`config.mk`:
```
export PLATFORM = sky130hd
export DESIGN_NAME = latch2_driver
export DESIGN_NICKNAME = d
export VERILOG_FILES = /design/src/rtl/latch2_pkg.sv /design/src/rtl/latch2_driver_bit.sv /design/src/rtl/latch2_driver.sv
export SDC_FILE = /design/constraint.sdc
export NUM_CORES = 1
export LEC_CHECK = 0
export BUFFER_PORTS_ARGS = -buffer_cell sky130_fd_sc_hd__buf_4
export CORE_MARGIN = 5
export CORE_UTILIZATION = 45
export DETAILED_ROUTE_END_ITERATION = 6
export GPL_TIMING_DRIVEN = 0
export PLACE_DENSITY = 0.66
export SLEW_MARGIN = 10
export SYNTH_ARGS = -nofsm -noshare
export SYNTH_HDL_FRONTEND = slang
export SYNTH_SLANG_ARGS = --single-unit
```
`constraint.sdc`:
```
create_clock -name i_clk -period 3.07 [get_ports i_clk]
set_input_delay 0.1535 -clock i_clk [delete_from_list [all_inputs] [get_ports i_clk]]
set_output_delay 0.1535 -clock i_clk [all_outputs]
set_load 0.01 [all_outputs]
```
`src/rtl/latch2_pkg.sv`:
```
// Shared types and helpers for the latch2 strobe driver.
package latch2_pkg;

  typedef enum logic [1:0] {
    ST_IDLE = 2'd0,
    ST_SET  = 2'd1,
    ST_CLR  = 2'd2,
    ST_GAP  = 2'd3
  } state_e;

  function automatic int clog2(input int value);
    int r;
    r = 0;
    while ((1 << r) < value) r++;
    return r;
  endfunction

endpackage

```
`src/rtl/latch2_driver_bit.sv`:
```
// One channel of the latch2 driver: strobe, wait for feedback or timeout, gap.
//
// state | meaning
// IDLE  | waiting for a set/clear request
// SET   | o_set high, waiting for i_fb=1
// CLR   | o_clear high, waiting for i_fb=0
// GAP   | one low cycle so the next strobe is a fresh rising edge
module latch2_driver_bit
  import latch2_pkg::*;
#(
  parameter int PW  = 1,
  parameter int TMO = 15
) (
  input  logic i_clk,
  input  logic i_rst_n,
  input  logic i_req_set,
  input  logic i_req_clear,
  input  logic i_fb,
  output logic o_set,
  output logic o_clear,
  output logic o_busy,
  output logic o_done,
  output logic o_tmo,
  output logic o_drop
);

  localparam int CW = clog2(TMO + 1);
  localparam logic [CW-1:0] PW_C  = CW'(PW);
  localparam logic [CW-1:0] TMO_C = CW'(TMO);
  localparam logic [CW-1:0] ONE_C = CW'(1);

  state_e        state_q, state_d;
  logic [CW-1:0] cnt_q, cnt_d;
  logic          set_q, set_d;
  logic          clear_q, clear_d;
  logic          busy_q, busy_d;
  logic          done_q, done_d;
  logic          tmo_q, tmo_d;
  logic          drop_q, drop_d;
  logic          hit;

  always_comb begin
    state_d = state_q;
    cnt_d   = cnt_q;
    done_d  = 1'b0;
    tmo_d   = 1'b0;
    hit     = 1'b0;
    drop_d  = (state_q != ST_IDLE) && (i_req_set || i_req_clear);
    case (state_q)
      ST_IDLE: begin
        // clear dominates, matching the latch's own priority
        if (i_req_clear) begin
          state_d = ST_CLR;
          cnt_d   = ONE_C;
        end else if (i_req_set) begin
          state_d = ST_SET;
          cnt_d   = ONE_C;
        end
      end
      ST_SET, ST_CLR: begin
        hit = (state_q == ST_SET) ? i_fb : ~i_fb;
        if ((cnt_q >= PW_C) && hit) begin
          state_d = ST_GAP;
          done_d  = 1'b1;
        end else if (cnt_q >= TMO_C) begin
          state_d = ST_GAP;
          tmo_d   = 1'b1;
        end else if (cnt_q != '1) begin
          cnt_d = cnt_q + ONE_C;
        end
      end
      ST_GAP: begin
        state_d = ST_IDLE;
        cnt_d   = '0;
      end
      default: begin
        state_d = ST_IDLE;
        cnt_d   = '0;
      end
    endcase
    set_d   = (state_d == ST_SET);
    clear_d = (state_d == ST_CLR);
    busy_d  = (state_d != ST_IDLE);
  end

  always_ff @(posedge i_clk) begin
    if (!i_rst_n) begin
      state_q <= ST_IDLE;
      cnt_q   <= '0;
      set_q   <= 1'b0;
      clear_q <= 1'b0;
      busy_q  <= 1'b0;
      done_q  <= 1'b0;
      tmo_q   <= 1'b0;
      drop_q  <= 1'b0;
    end else begin
      state_q <= state_d;
      cnt_q   <= cnt_d;
      set_q   <= set_d;
      clear_q <= clear_d;
      busy_q  <= busy_d;
      done_q  <= done_d;
      tmo_q   <= tmo_d;
      drop_q  <= drop_d;
    end
  end

  assign o_set   = set_q;
  assign o_clear = clear_q;
  assign o_busy  = busy_q;
  assign o_done  = done_q;
  assign o_tmo   = tmo_q;
  assign o_drop  = drop_q;

endmodule

```
`src/rtl/latch2_driver.sv`:
```
// W independent strobe drivers for latch2 set/clear inputs.
module latch2_driver #(
  parameter int W   = 1,
  parameter int PW  = 1,
  parameter int TMO = 15
) (
  input  logic         i_clk,
  input  logic         i_rst_n,
  input  logic [W-1:0] i_req_set,
  input  logic [W-1:0] i_req_clear,
  input  logic [W-1:0] i_fb,
  output logic [W-1:0] o_set,
  output logic [W-1:0] o_clear,
  output logic [W-1:0] o_busy,
  output logic [W-1:0] o_done,
  output logic [W-1:0] o_tmo,
  output logic [W-1:0] o_drop
);

  for (genvar i = 0; i < W; i++) begin : g_bit
    latch2_driver_bit #(
      .PW (PW),
      .TMO(TMO)
    ) u_bit (
      .i_clk      (i_clk),
      .i_rst_n    (i_rst_n),
      .i_req_set  (i_req_set[i]),
      .i_req_clear(i_req_clear[i]),
      .i_fb       (i_fb[i]),
      .o_set      (o_set[i]),
      .o_clear    (o_clear[i]),
      .o_busy     (o_busy[i]),
      .o_done     (o_done[i]),
      .o_tmo      (o_tmo[i]),
      .o_drop     (o_drop[i])
    );
  end

endmodule
```
* Word-level counts from Yosys, hierarchy flattened *
Cells that the tools add are included.

word-level totals
  register bits after elaboration = 12
  input bits = 5
  logic and storage cells = 48

cells by class
  magnitude comparators = 2
  mux-type cells = 14
  bitwise logic cells = 3
  $add $sub $neg = 1
  reductions and logical operators = 10
  eq/ne operators = 10

operators by type and width
  operator                                                                  count
  4-bit 2-to-1 mux                                                          5
  4-bit case mux with 3 select lines                                        1
  2-bit 2-to-1 mux                                                          4
  2-bit == test (second input constant)                                     3
  2-bit case mux with 3 select lines                                        1
  4-bit by 1-bit adder with 4-bit output (second input constant)            1
  2-bit by 1-bit == test with 1-bit output (second input constant)          2
  4-bit by 1-bit >= comparator with 1-bit output (second input constant)    1
  4-bit >= comparator (second input constant)                               1
  2-bit inequality test (second input constant)                             2
  4-bit inequality test (second input constant)                             1
  4-bit AND reduction                                                       1
  2-bit nonzero test                                                        2
  1-bit 2-to-1 mux                                                          3
  3-bit inequality test (second input constant)                             1
  1-bit NOT                                                                 3
  3-bit OR reduction                                                        1
  1-bit logical AND                                                         2
  2-bit zero test                                                           1
  2-bit by 1-bit inequality test with 1-bit output (second input constant)  1
  2-bit AND reduction                                                       1
  2-bit OR reduction                                                        1
  1-bit logical OR                                                          1

* Depth between registers and ports, before layout *
  word-level depth = 6
  gate-level depth with buffers = 7

* Least setup slack after synthesis *
No wires, ideal clock.

  path kind = reg-to-reg
  from = register g_bit[0].u_bit.state_q[1]
  to = register g_bit[0].u_bit.clear_q
  stages on the path, launching flop included = 8
  library setup time = 0.060 ns
  arrival time = 1.652 ns
  setup slack = 1.358 ns
  buffers on the path = 1
  path through = dfxtp_1 > inv_1 > ha_1 > nor2b_1 > buf_4 > o21a_1 > a221oi_4 > and3_1

between the ends
  longest elaborated chain between the ends = 6
  elaborated cells between the ends (all ways) = 13
  those cells by class = eq/ne (4); mux (6); reduce/logical (3)

ends and longest elaborated chain
  element                                   RTL line                                          text
  start: declaration                        latch2_driver_bit.sv:32                           state_e state_q, state_d;
  start signal: assignment                  latch2_driver_bit.sv:97                           state_q <= state_d;
  2-bit by 1-bit == test with 1-bit output  latch2_driver_bit.sv:49, latch2_driver_bit.sv:61
  1-bit 2-to-1 mux                          latch2_driver_bit.sv:61                           hit = (state_q == ST_SET) ? i_fb : ~i_fb;
  1-bit logical AND                         latch2_driver_bit.sv:62                           if ((cnt_q >= PW_C) && hit) begin
  2-bit 2-to-1 mux                          latch2_driver_bit.sv:62
  2-bit case mux with 3 select lines *      latch2_driver_bit.sv:49                           case (state_q)
  2-bit == test *                           latch2_driver_bit.sv:82                           clear_d = (state_d == ST_CLR);
  end signal: assignment                    latch2_driver_bit.sv:100                          clear_q <= clear_d;
  end: declaration                          latch2_driver_bit.sv:35                           logic clear_q, clear_d;

Every way passes the cells marked *; elsewhere a longest branch is shown, timed or not.
A chain may end at the register's enable or synchronous reset.

* Worst setup path in the final report *
Ends and elaborated chain as after synthesis.

==> summary.txt <==
Status -> complete, no violations
Crit start category -> register
Max Fanout on Critical Path -> 8
Crit path capture type -> register
Per-cell routed wire length -> 12.1 um
Capture instance of the worst register-to-register path -> g_bit[0].u_bit.o_clear
FP Rows -> 14
Total stage count of the critical path -> 7
Number of clock sinks seen by CTS -> 12
Internal power -> 0.000410 W
Count of pins over their slew limit -> 0
Via count of the first global-routing pass -> 507
Top delay family on crit path -> compound AO/OA/AOI/OAI gates
Comb power frac -> 0.475
Syn Inst Count -> 70
Endpoint required time on the critical path -> 3.28 ns
Type of the worst min-delay path -> input port to register
Number of remaining DRC errors -> 0
Area after detailed placement -> 768 um^2
Max cap viols -> 0
Total length of routed met2 wires -> 590 um
CP endpoint -> g_bit[0].u_bit.o_clear
F_max -> 530 MHz
Series of cell instances along the critical path -> inv_1 -> ha_1 -> nor2b_1 -> buf_4 -> o21a_1 -> a221oi_4 -> and3_1
Total GRT Usage -> 0.113
Clock tree skew after final layout -> 0.00661 ns
Total grt overflow -> 0
Post-synthesis cell type with the largest combined area -> dfxtp_1
Clock root buffer master -> clkbuf_4
Mean instance size in the synthesized netlist -> 9.62 um^2
Portion of the post-synthesis area used by sequential elements -> 0.357
I/O pin count -> 11
Final HPWL DP -> 956 um
Measured slew at the worst slew-check pin -> 0.325 ns
Max clock buf depth -> 2
Layout Cell Area excl Fill -> 805 um^2
Unrepaired setup endpoints after global routing -> no
Post-placement setup slack -> 1.18 ns
Source of the worst register-to-register timing path -> g_bit[0].u_bit.state_q[1]
ANT cells -> 0
Post-synthesis to final-layout area growth -> 19.5%
Final net count -> 96
Portion of synthesized cell area occupied by the leading cell type -> 0.357
IR drop worst, VDD -> 0.386 mV
Placeable core region -> 1450 um^2
Final-report hold violation count -> 0
Net switching power figure -> 0.000246 W
Total negative slack for setup checks -> 0 ns
Via Count -> 526
FF-to-FF setup slack -> 1.18 ns
Uppermost layer routed -> met4
Combined buffer and inverter count along the critical path -> 2
Number of clock buffers inserted by TritonCTS -> 3
Clock slew seen by the registers of the worst setup and hold paths -> 0.07 ns
Warnings from Yosys -> 0
Unique cell type count in the Yosys netlist -> 33
Worst skew pair latency -> 0.27 ns
Slowest cell on the critical path -> dfxtp_1
Largest net degree at the start of global routing -> 9
Drt first-iter violations -> 4
Ratio of cells with drive above 1 in the final layout -> 0.250
Top cells by area in the synthesized netlist -> dfxtp_1 36%, ha_1 11%, a221oi_4 3.9%
CTS H-tree lvls -> 1
Buffers on Ports -> 10
Post-CTS setup-driven buffer insertion count -> 0
Period minus WS final -> 1.89 ns
Power density normalized to cell area -> 815 nW/um^2
GPL Wtd Cong -> 0.731
Endpoint arrival time on the critical path -> 2.10 ns
Detailed-route wire length -> 1210 um
Start point of the critical path -> g_bit[0].u_bit.state_q[1]
Number of cells on the worst reg-to-reg path -> 7
Seq cells post-synth -> 12
Pre-antenna DRT Iters -> 3
WS Path Type -> register to register
Number of gates resized after CTS -> 0
Die Wd -> 48.7 um
Routed length on met3 -> 47 um
Hold buffers post-CTS -> 0
Clock group share of total power -> 0.189
Sequential share of power -> 0.336
TritonCTS clock tree -> built
Number of nets in the synthesized netlist -> 81
Netlist area before placement -> 673 um^2
Starting density of the core -> 0.463
Number of antenna violations at the first check in global routing -> 0
Setup slack after layout -> 1.18 ns
Die Y-Extent -> 48.7 um
Per-cell via count in the routed design -> 5.26
Post-DRT Antenna Nets -> 0
Share of total power consumed by net switching -> 0.375
Count of final setup violators -> 0
Share of the clock period used by the worst path after layout -> 0.615
Relative slew slack -> 0.780
Global-route wire length before repair -> 2150 um
Met1 layer wirelength in the final routing -> 557 um
Full die area -> 2370 um^2
Critical Path Max Stage Delay -> 0.40 ns
Cell leakage power -> 0.347 nW
[cells by family (layout without fill, tap and decap cells)]
kind of cell	Yosys count	after routing	synth area share
AOI/OAI and AO/OA	15	15	0.197
adders and majority gates	6	6	0.112
DFF	12	12	0.357
muxes	1	1	0.0149
and+or+nand+nor	27	27	0.256
xor gates and xnor gates	1	1	0.0130
buffers and inverters	8	22	0.0502
[sequential cells by signal, summed over array words and instances, names as in the netlist]
name	count
g_bit.u_bit.cnt_q	4
g_bit.u_bit.state_q	2
g_bit.u_bit.o_busy	1
g_bit.u_bit.o_clear	1
g_bit.u_bit.o_done	1
g_bit.u_bit.o_drop	1
g_bit.u_bit.o_set	1
g_bit.u_bit.o_tmo	1
[power by group through the flow]
stage	registers (W)	logic, W	clock network (W)
after floorplan	0.000230	0.000227	0
after global placement	0.000223	0.000311	0
after detailed placement	0.000225	0.000313	0
after CTS	0.000221	0.000314	0.000130
after global routing	0.000226	0.000345	0.000139
final	0.000220	0.000311	0.000124
[stage by stage]
stage	cells	total power [W]	hold slack, ns	util
after CTS	100	0.000665	0.164	0.553
after detailed placement	96	0.000538	0.453	0.528
final	100	0.000655	0.175	0.553
after floorplan	70	0.000456	0.299	-
after global routing	100	0.000710	0.171	0.553
after global placement	96	0.000534	0.452	0.528
[cell usage in the layout (no fill, tap or decap), types with 2 or more instances in the layout]
cell / count
ha_1: 6
nor2_1: 4
nand3_1: 3
clkbuf_4: 3
buf_4: 11
nand2_1: 4
a31oi_1: 2
nor2b_1: 3
dfxtp_1: 12
inv_1: 7
a311oi_1: 2
nor3_1: 3
nand2b_1: 2
[worst min-delay path: stages]
cell and delay, ns:
buf_4 0.12, nor2_1 0.08, nor3_1 0.05
[metal layers]
layer,vias to the layer above,global-route usage
met5,-,0
met2,5,0.172
met4,0,0.0673
li1,277,-
met3,2,0.0307
met1,242,0.142
[layout make-up]
type                            count  area [um^2]
Fill cell                         150          649
Multi-Input combinational cell     50          399
Sequential cell                    12          240
Timing Repair Buffer               10         75.1
Clock buffer                        4         36.3
Inverter                            7         26.3
Tap cell                           16         20.0
Buffer                              1         7.51
[synth_stat cells]
cell       instances
dfxtp_1           12
inv_1              7
ha_1               6
nand2_1            4
nor2_1             4
nand3_1            3
nor2b_1            3
nor3_1             3
a311oi_1           2
a31oi_1            2
nand2b_1           2
a21boi_2           1
a21oi_1            1
a221oi_4           1
and2b_2            1
and3_1             1
and4b_2            1
buf_4              1
mux2i_1            1
nand4b_1           1
nor3b_1            1
nor4b_4            1
o211ai_1           1
o21a_1             1
o21ai_0            1
o21ai_1            1
o21ai_2            1
o2bb2ai_1          1
o311ai_1           1
o31a_1             1
or2_1              1
or3b_1             1
xor2_1             1
[worst min path at each step]
stage,slack (ns),cells after the start,from,to
floorplan,0.30,2,i_rst_n,g_bit[0].u_bit.o_done
global placement,0.45,3,i_req_set,g_bit[0].u_bit.state_q[0]
detailed placement,0.45,2,i_rst_n,g_bit[0].u_bit.o_clear
CTS,0.16,3,i_req_set,g_bit[0].u_bit.state_q[0]
global route,0.17,3,i_req_clear,g_bit[0].u_bit.o_drop
finish,0.17,3,i_req_clear,g_bit[0].u_bit.o_drop
Power figures use the tool's default switching activity.
